<file path="config.mk">
export PLATFORM = sky130hd
export DESIGN_NAME = fft_tw_sched
export DESIGN_NICKNAME = d
export VERILOG_FILES = /design/src/rtl/fft_tw_sched.sv
export SDC_FILE = /design/constraint.sdc
export NUM_CORES = 1
export LEC_CHECK = 0
export ABC_AREA = 0
export CAP_MARGIN = 20
export CORE_AREA = 2 2 39 41
export CTS_CLUSTER_DIAMETER = 120
export DETAILED_ROUTE_END_ITERATION = 8
export DIE_AREA = 0 0 41 43
export MAX_ROUTING_LAYER = met4
export PLACE_DENSITY = 0.44
export SETUP_SLACK_MARGIN = 0.05
export SLEW_MARGIN = 25
export SYNTH_ARGS = -nofsm -noshare
export SYNTH_HDL_FRONTEND = slang
export SYNTH_SLANG_ARGS = --single-unit
</file>
<file path="constraint.sdc">
create_clock -name clk -period 1.44 [get_ports clk]
set_input_delay 0.216 -clock clk [delete_from_list [all_inputs] [get_ports clk]]
set_output_delay 0.216 -clock clk [all_outputs]
set_load 0.02 [all_outputs]
</file>
<file path="src/rtl/fft_tw_sched.sv">
// fft_tw_sched -- twiddle-address sequencer for one radix-2 FFT stage.
//
// Walks the 2^ADDR_W-entry twiddle ROM address from 0 to the top entry,
// holding each address for HOLD accepted butterfly beats. A frame is kicked
// off by a single-cycle start pulse and only advances on din_valid beats.
//
// Ports:
//   clk        rising-edge clock
//   rstn       synchronous active-low reset
//   start      frame start request (single-cycle pulse)
//   din_valid  butterfly data beat present this cycle
//   tw_addr    twiddle ROM address (registered)
//   tw_valid   tw_addr is live for the current beat (RUN)
//   beat_idx   beat count within the current address (registered)
//   busy       frame in progress
//   frame_done one-cycle pulse after the last beat of a frame
//   start_err  one-cycle pulse when a start arrives mid-frame and is rejected
//
// All outputs are flops. The next-state and output-next-value logic are
// combinational; a single register process captures both.

module fft_tw_sched #(
  parameter int ADDR_W = 2,
  parameter int HOLD   = 4,
  localparam int BW    = (HOLD > 1) ? $clog2(HOLD) : 1
) (
  input  logic              clk,
  input  logic              rstn,
  input  logic              start,
  input  logic              din_valid,
  output logic [ADDR_W-1:0] tw_addr,
  output logic              tw_valid,
  output logic [BW-1:0]     beat_idx,
  output logic              busy,
  output logic              frame_done,
  output logic              start_err
);

  typedef enum logic {IDLE = 1'b0, RUN = 1'b1} state_t;

  localparam logic [ADDR_W-1:0] ADDR_MAX = {ADDR_W{1'b1}};
  localparam logic [BW-1:0]     BEAT_MAX = BW'(HOLD - 1);

  state_t state, state_n;

  logic [ADDR_W-1:0] addr_n;
  logic [BW-1:0]     beat_n;
  logic              done_n;
  logic              err_n;
  logic              last_beat;
  logic              addr_step;

  // Final accepted beat of the frame: top address, top beat, data present.
  assign last_beat = (state == RUN) && din_valid &&
                     (tw_addr == ADDR_MAX) && (beat_idx == BEAT_MAX);

  // Current address has received its HOLD beats; move to the next entry.
  assign addr_step = (beat_idx == BEAT_MAX);

  // ---------------------------------------------------------------------
  // State register (also captures the registered outputs)
  // ---------------------------------------------------------------------
  always_ff @(posedge clk) begin
    if (!rstn) begin
      state      <= IDLE;
      tw_addr    <= '0;
      beat_idx   <= '0;
      tw_valid   <= 1'b0;
      busy       <= 1'b0;
      frame_done <= 1'b0;
      start_err  <= 1'b0;
    end else begin
      state      <= state_n;
      tw_addr    <= addr_n;
      beat_idx   <= beat_n;
      tw_valid   <= (state_n == RUN);
      busy       <= (state_n == RUN);
      frame_done <= done_n;
      start_err  <= err_n;
    end
  end

  // ---------------------------------------------------------------------
  // Next-state logic
  // ---------------------------------------------------------------------
  always_comb begin
    state_n = state;
    case (state)
      IDLE: if (start) state_n = RUN;
      // A start coinciding with the last beat chains straight into a new
      // frame; otherwise the frame drops back to IDLE.
      RUN:  if (last_beat) state_n = start ? RUN : IDLE;
      default: state_n = IDLE;
    endcase
  end

  // ---------------------------------------------------------------------
  // Output next-value logic
  // ---------------------------------------------------------------------
  always_comb begin
    addr_n = tw_addr;
    beat_n = beat_idx;
    done_n = 1'b0;
    err_n  = 1'b0;
    case (state)
      IDLE: begin
        // Counters sit at zero; din_valid here is simply ignored.
        addr_n = '0;
        beat_n = '0;
      end
      RUN: begin
        if (last_beat) begin
          // Restart counters whether or not a chained frame follows.
          addr_n = '0;
          beat_n = '0;
          done_n = 1'b1;
        end else begin
          // Mid-frame start is flagged but leaves the frame untouched.
          err_n = start;
          if (din_valid) begin
            if (addr_step) begin
              beat_n = '0;
              addr_n = tw_addr + ADDR_W'(1);
            end else begin
              beat_n = beat_idx + BW'(1);
            end
          end
        end
      end
      default: begin
        addr_n = '0;
        beat_n = '0;
      end
    endcase
    // With a single beat per address the beat counter carries no state.
    if (HOLD == 1) beat_n = '0;
  end

endmodule

</file>
==> results.tsv <==
stage	metric	value	unit
worst_setup_path	Data required, critical path	1.22	ns
worst_setup_path	crit-path cells	dlygate4sd2_1	
timing	Fin Setup TNS	0	ns
run_status	status	finished, final reports clean	
die	CORE AREA	1380	sq um
yosys	distinct cell type count after synthesis	16	
worst_setup_path	critical path class	flip-flop to output port	
die	die area	1760	sq um
timing	Final Slew Violations	0	
worst_setup_path	CP startpoint kind	flip-flop	
timing	Worst slew margin	0.848	
worst_setup_path	Crit. End Element	output port	
timing	final-report hold violation count	0	
routing	antenna-violating nets left	0	
routing	Avg Vias per Cell	4.34	
clock_network	clock latency on the worst-skew pair	0.25	ns
timing	clock skew	0.000499	ns
die	Die Y-Extent	43	um
clock_network	clock buffer count from CTS	3	
clock_network	Hold-fix buffers, CTS	0	
worst_setup_path	worst reg-to-reg path cell count	3	
clock_network	Post-CTS Resized	7	
clock_network	post-CTS setup buffers	0	
power_and_ir_drop	pwr dens	970	nW/um^2
die	Initial Util	0.212	
cells_and_area	Post-layout nets	49	
global_routing	met3 Use GR	0.0785	
global_routing	most congested layer reported by global routing	met2	
global_routing	pin count of the biggest net entering global routing	7	
global_routing	GR Layer Usage met1	0.0740	
worst_setup_path	Worst R2R End	beat_idx[0]$_SDFFE_PN0P_	
cells_and_area	number of antenna diodes	0	
power_and_ir_drop	Peak VDD IR	0.428	mV
placement	Routability Congestion	0.681	
global_routing	total gr overflow	0	
clock_network	Worst-path clk slew	0.05	ns
yosys	Yosys warning total	0	
yosys	synthesized area	293	sq um
die	Row Count	14	
timing	hold_ws	0.516	ns
timing	Final setup viols	0	
global_routing	Total GRT Usage	0.0905	
worst_setup_path	crit path buf inv count	1	
yosys	Avg Synthesized Cell Area	10.5	sq um
timing	Period minus WS final	1.18	ns
timing	f_max	0.850	GHz
clock_network	CTS tree	built	
worst_hold_path	worst hold endpoint	beat_idx[1]$_SDFFE_PN0P_	
worst_hold_path	type of the worst min-delay path	flip-flop to flip-flop	
worst_setup_path	Worst EP arrival	0.96	ns
routing	residual DRC count	0	
placement	DPL Wire Length	469	um
timing	RSZ-0062 raised after global routing	false	
clock_network	Max Root-Sink Buffers	2	
worst_hold_path	HP Start	beat_idx[1]$_SDFFE_PN0P_	
cells_and_area	layout cells sized above 1	0.167	
cells_and_area	# fillers	153	
global_routing	met2 Use GR	0.138	
routing	router iterations before antenna repair	3	
routing	DRT Wirelength	585	um
global_routing	vias in the first global route	242	
global_routing	first-pass GRT wire length	959	um
worst_setup_path	FF-to-FF setup slack	0.30	ns
power_and_ir_drop	LEAKAGE	0.226	nW
worst_setup_path	reg-to-reg startpoint	beat_idx[0]$_SDFFE_PN0P_	
die	Ports	12	
die	die span in x	41	um
routing	via count	252	
worst_setup_path	CP peak stage delay	0.36	ns
yosys	syn_nets	34	
worst_setup_path	Crit-path slowest cell	dfxtp_1	
routing	drt first-iter violations	2	
worst_hold_path	Cells on Worst Hold Path	2	
timing	worst slew pin tran	0.227	ns
worst_setup_path	CP top delay family	flip-flops	
worst_setup_path	CP Max Fanout	4	
routing	WL/cell	10.1	um
clock_network	clock root cell	clkbuf_4	
yosys	Synth Register Bits	7	
yosys	Post-Syn Instances	28	
global_routing	initial antenna violation count	0	
clock_network	TritonCTS sink count	7	
yosys	Seq/Total Area, Yosys	0.479	
cells_and_area	area grow syn2layout	48.7	%
clock_network	CTS HTree Levels	1	
flow_run	MaxCap Viol Count	0	
placement	# port buffers	11	
timing	fin crit share	0.817	
## how the worst max path moves through the flow
| stage | startpoint | end | slack, ns | depth (start not counted) |
|---|---|---|---|---|
| CTS | start_err$_SDFF_PP0_ | start_err | 0.06 | 1 |
| detailed placement | din_valid | beat_idx[0]$_SDFFE_PN0P_ | 0.19 | 3 |
| global placement | din_valid | beat_idx[0]$_SDFFE_PN0P_ | 0.21 | 3 |
| finish | tw_addr[0]$_SDFFE_PN0P_ | tw_addr[0] | 0.26 | 1 |
| global route | tw_addr[0]$_SDFFE_PN0P_ | tw_addr[0] | 0.21 | 1 |
| floorplan | beat_idx[0]$_SDFFE_PN0P_ | beat_idx[0]$_SDFFE_PN0P_ | 0.26 | 3 |
## registers in the layout, summed over array words and instances, names as in the netlist
signal / cells
frame_done: 1
state: 1
start_err: 1
tw_addr: 2
beat_idx: 2
## kinds of logic (layout without fill, tap and decap cells)
logic type	after synthesis	after routing	synth area share
and+or+nand+nor	10	10	0.201
DFF	7	7	0.479
AOI/OAI and AO/OA	6	6	0.150
adders and majority gates	2	2	0.0855
buffers and inverters	2	16	0.0513
muxes	1	1	0.0342
## placed cells by master (no fill, tap or decap)
cell type	instances
nand2b_1	1
a21oi_1	2
clkdlybuf4s50_1	3
and3_1	2
mux2i_1	1
nand3b_1	1
nor3b_1	1
o21ai_0	1
dfxtp_1	7
a21bo_2	2
clkbuf_4	3
nor2_1	1
a21oi_2	1
buf_4	1
dlymetal6s2s_1	1
ha_1	2
clkbuf_1	1
dlygate4sd2_1	7
or3b_1	1
nand2_1	2
nand3_1	1
## per-layer routing
layer  wire, um  up-vias  part of all wire
li1           -      126                 -
met1        229      115              0.39
met2        289       11              0.49
met3         67        0              0.11
met4          0        0                 0
met5          0        -                 0
## worst reg2reg max path, stage by stage, from the launching register on
cell and delay (ns):
dfxtp_1 0.33, ha_1 0.26, or3b_1 0.38, a21oi_2 0.11
## through the flow
stage | power [mW] | cells | util | setup WS, ns | area, sq um
floorplan | 0.236 | 28 | - | 0.260 | 293
global placement | 0.259 | 54 | 0.300 | 0.213 | 415
detailed placement | 0.260 | 54 | 0.300 | 0.187 | 415
CTS | 0.436 | 58 | 0.313 | 0.0568 | 433
global route | 0.450 | 58 | 0.315 | 0.210 | 435
finish | 0.422 | 58 | 0.315 | 0.264 | 435
## cell usage after synthesis
cell type	number	area (sq um)
a21bo_2	2	20.0
a21oi_1	2	10.0
a21oi_2	1	8.76
and3_1	2	12.5
buf_4	2	15.0
dfxtp_1	7	140
ha_1	2	25.0
mux2i_1	1	10.0
nand2_1	2	7.51
nand2b_1	1	6.26
nand3_1	1	5.00
nand3b_1	1	7.51
nor2_1	1	3.75
nor3b_1	1	7.51
o21ai_0	1	5.00
or3b_1	1	8.76
## cell type report
cell class                      instances  area (sq um)  share of cell area
Multi-Input combinational cell         19           138               0.316
Timing Repair Buffer                   12           111               0.256
Tap cell                               16          20.0              0.0460
Sequential cell                         7           140               0.322
Clock buffer                            4          26.3              0.0603
## power by group
part           switching [mW]  internal, mW
registers             0.00387         0.200
logic                  0.0241        0.0226
clock network          0.0668         0.105
total                  0.0947         0.328
Power figures use the tool's default switching activity.
